<file path="src/rtl/text_engine.sv">
// text_engine: turns a screen byte request into a font column byte by looking up
// the character at that text cell and then the matching glyph column.
module text_engine #(
  parameter int FIRST_CHAR = 32,
  parameter int LAST_CHAR  = 126
) (
  input  logic        clk,
  input  logic        rst_n,
  input  logic        pixel_req,
  input  logic [9:0]  pixel_address,
  input  logic [3:0]  invert_rows,
  output logic [5:0]  char_address,
  input  logic [7:0]  char_byte,
  output logic [10:0] font_addr,
  input  logic [7:0]  font_data,
  output logic [7:0]  pixel_data,
  output logic        pixel_valid,
  output logic        busy
);
  typedef enum logic [2:0] {IDLE, CHAR_WAIT, CHAR_LATCH, FONT_WAIT, FONT_LATCH} state_t;
  localparam logic [7:0] firstChar = 8'(FIRST_CHAR);
  localparam logic [7:0] lastChar  = 8'(LAST_CHAR);
  state_t state, nextState;
  logic [1:0] textRow;
  logic half, blank, inRange;
  logic [2:0] colInChar;
  logic [10:0] glyphAddr;
  logic [7:0] fontByte;
  assign inRange = char_byte >= firstChar && char_byte <= lastChar;
  // Each glyph occupies 16 bytes: top half columns 0-7, bottom half 8-15.
  assign glyphAddr = ({3'b000, char_byte - firstChar} << 4) + 11'({half, colInChar});
  assign fontByte = blank ? 8'h00 : font_data;
  always_ff @(posedge clk or negedge rst_n)
    if (!rst_n) state <= IDLE;
    else state <= nextState;
  always_comb
    nextState = state == IDLE       ? (pixel_req ? CHAR_WAIT : IDLE) :
                state == CHAR_WAIT  ? CHAR_LATCH :
                state == CHAR_LATCH ? FONT_WAIT :
                state == FONT_WAIT  ? FONT_LATCH : IDLE;
  always_comb busy = state != IDLE;
  always_ff @(posedge clk or negedge rst_n)
    if (!rst_n) begin
      textRow <= '0;
      half <= 1'b0;
      colInChar <= '0;
      blank <= 1'b0;
      char_address <= '0;
      font_addr <= '0;
      pixel_data <= '0;
      pixel_valid <= 1'b0;
    end else begin
      pixel_valid <= state == FONT_LATCH;
      if (state == IDLE && pixel_req) begin
        textRow <= pixel_address[9:8];
        half <= pixel_address[7];
        colInChar <= pixel_address[2:0];
        char_address <= {pixel_address[9:8], pixel_address[6:3]};
      end
      if (state == CHAR_LATCH) begin
        blank <= !inRange;
        font_addr <= inRange ? glyphAddr : '0;
      end
      if (state == FONT_LATCH)
        pixel_data <= invert_rows[textRow] ? ~fontByte : fontByte;
    end
endmodule

</file>
<file path="config.mk">
export PLATFORM = sky130hd
export DESIGN_NAME = text_engine
export DESIGN_NICKNAME = d
export VERILOG_FILES = /design/src/rtl/text_engine.sv
export SDC_FILE = /design/constraint.sdc
export NUM_CORES = 1
export LEC_CHECK = 0
export BUFFER_PORTS_ARGS = -buffer_cell sky130_fd_sc_hd__buf_2
export CAP_MARGIN = 5
export CORE_MARGIN = 1
export CORE_UTILIZATION = 48
export CTS_CLUSTER_SIZE = 24
export DETAILED_ROUTE_END_ITERATION = 8
export PLACE_DENSITY = 0.79
export SLEW_MARGIN = 20
export SYNTH_ARGS = -nofsm -noshare
export SYNTH_HDL_FRONTEND = slang
export SYNTH_SLANG_ARGS = --single-unit
</file>
<file path="constraint.sdc">
create_clock -name clk -period 2 [get_ports clk]
set_input_delay 0.2 -clock clk [delete_from_list [all_inputs] [get_ports clk]]
set_output_delay 0.2 -clock clk [all_outputs]
set_load 0.005 [all_outputs]
</file>
==> qor.yml <==
wl_um: 3220
core_um2: 3080
end_kind: "primary output"
grt_pass1_wl_um: 5310
status: "finished, final reports clean"
reg2reg_from: "char_address[4]"
grt_pass1_vias: 1202
post-route-period-util: 0.789
cp.required_ns: 1.80
hp-start: "pixel_address[3]"
antenna_found_initial: 0
fin_cells: 245
final_max_slew_viol_count: 0
grt.total_usage: 0.208
worstPathMaxFanout: 6
cp.arrival_ns: 1.38
yosysWarningCount: 0
ir_drop_v: 0.000805
combPwrFrac: 0.423
tns_ns: 0
ys_types: 26
rsz0062_at_grt: "false"
swShare: 0.354
crit_type: "reg -> out"
syn_area_per_cell_um2: 11.6
die_h_um: 59.3
gp_congestion: 0.782
crit_slowest_cell: "dfrtp_1"
synthFlopType: "dfrtp_1"
grt_max_degree: 35
ios: 60
vias_per_cell: 5.02
netlist_instances: 136
htreeDepth: 2
numPortBuffers: 59
setup_viol: 0
p_int_mw: 1.91
reg2reg_to: "pixel_data[2]"
path_clk_slew_ns: 0.09
clkPwrFrac: 0.155
via_count: 1229
yosys.area.top_type_share: 0.541
wire_per_inst_um: 13.1
synth_edf_count: 0
power.density_nw_per_um2: 1480
drtPass1Iterations: 4
max_cap_violations: 0
fillCellCount: 274
startpoint: "state[2]"
drc: 0
hold_end: "char_address[0]"
p_leak_nw: 0.997
switchingPower_mw: 1.05
dpl.hpwl_um: 2260
netlist_top_cells_area: "dfrtp_1 (54%), o31ai_2 (6.4%), mux2_4 (5.7%), xnor2_1 (5.0%), nand2_1 (3.3%)"
worstPathCellList: "nor3_2 -> buf_4 -> inv_1 -> buf_2"
multi_input_area_um2: 641
ff2ff_path_depth: 3
cts_sinks: 34
yosysTopAreaCell: "dfrtp_1"
cts_resized: 0
postSynth.asyncResetShare: 1.00
finalWorstPathRequiredPeriod_ns: 1.58
dp_cells: 236
tightestPinTransition_ns: 0.713
final_layout_size_suffix_gt1_frac: 0.453
slew_headroom: 0.525
fin_worst_skew_ns: 0.00823
syn-num-nets: 170
crit_buf_inv: 3
setup.worst_path.start_class: "flop"
register_area_um2: 851
fin_nets: 234
ant_nets: 0
die_width_um: 59.3
hold_violations: 0
ys_seq_area_frac: 0.541
p_seq_frac: 0.422
clock_latency_ns: 0.33
clockBufferDepth: 2
syn2layout_area_growth_pct: 26.7
max_stage_delay_ns: 0.46
dieArea_um2: 3510
ys_ff_latch: 34
hp-class: "in -> reg"
ys_top_cells_by_count: "dfrtp_1 (34), nand2_1 (14), inv_1 (11), nor2_1 (9), xnor2_1 (9)"
synth.most_common_cell: "dfrtp_1"
tritoncts: "built"
row_count: 20
max_freq_ghz: 0.633
grt-ovfl-total: 0
diodes: 0
hold_depth: 2
first_iter_violations: 32
synthesis.area_um2: 1570
numCtsBuffers: 5
rrSetupSlack_ns: 0.53
start_util: 0.511
crit_family: "flip-flops"
cts_root_buf: "clkbuf_4"
metal layers:
layer | up-vias | wire length, µm | GRT usage
met5 | - | 0 | 0
met4 | 0 | 35 | 0.0714
met3 | 5 | 193 | 0.0655
met2 | 43 | 1620 | 0.335
met1 | 597 | 1370 | 0.264
li1 | 584 | - | -
worst max path at each step:
stage                      end  slack, ns  depth (start not counted)
6_report                  busy       0.42                          4
5_1_grt                   busy       0.34                          4
4_1_cts          font_addr[10]       0.38                          3
3_5_place_dp     font_addr[10]       0.41                          3
3_3_place_gp     font_addr[10]       0.50                          3
2_1_floorplan  char_address[0]       0.51                          4
kinds of logic (layout without fill, tap and decap cells):
kind of cell	after synthesis	in the layout	synth area share
DFF	34	34	0.541
and+or+nand+nor	42	42	0.144
xor gates and xnor gates	9	9	0.0501
muxes	7	7	0.0715
AOI/OAI and AO/OA	26	26	0.128
buffers and inverters	17	82	0.0580
adders and majority gates	1	1	0.00795
layout make-up:
| type | count | share of cell area |
|---|---|---|
| sequential | 34 | 0.427 |
| multi-input combinational | 85 | 0.321 |
| timing repair buffer | 63 | 0.164 |
| clock buffer | 8 | 0.0395 |
| tap | 44 | 0.0276 |
| inverter | 11 | 0.0207 |
state kept, by name (all words and copies together) (netlist names):
register      count
state             3
font_addr        11
half              1
char_address      6
blank             1
colInChar         3
pixel_data        8
pixel_valid       1
per-stage QoR:
step                      cell area, µm²  utilization  power, mW  setup slack [ns]  hold WS [ns]
after CTS                           1990        0.647       2.99             0.376        0.0813
after floorplan                     1570            -       2.08             0.513       -0.0956
after global placement              1900        0.618       2.44             0.496         0.299
final                               1990        0.648       2.96             0.421        0.0972
after detailed placement            1900        0.618       2.51             0.406         0.296
after global routing                1990        0.648       3.20             0.343        0.0650
power groups by stage:
stage / Combinational, mW / Clock (mW) / Sequential (mW)
floorplan: 0.828 / 0 / 1.25
global placement: 1.22 / 0 / 1.23
detailed placement: 1.26 / 0 / 1.25
CTS: 1.27 / 0.471 / 1.25
global route: 1.40 / 0.506 / 1.30
finish: 1.25 / 0.458 / 1.25
layout by cell type (no fill, tap or decap), types with 2 or more instances in the layout:
| cell | count |
|---|---|
| buf_2 | 59 |
| dfrtp_1 | 34 |
| nand2_1 | 14 |
| inv_1 | 11 |
| xnor2_1 | 9 |
| nor2_1 | 9 |
| o31ai_2 | 8 |
| nor2b_1 | 8 |
| a21oi_1 | 8 |
| mux2_4 | 6 |
| o21ai_1 | 5 |
| clkbuf_4 | 5 |
| nand3_1 | 4 |
| clkbuf_8 | 3 |
| buf_4 | 3 |
| o31ai_1 | 2 |
what timing repair did:
action	in CTS	in global routing
hold buffers	1	0
hold endpoints to repair	34	0
buffers inserted	0	0
No activity file was read; power rests on OpenSTA's default activity.
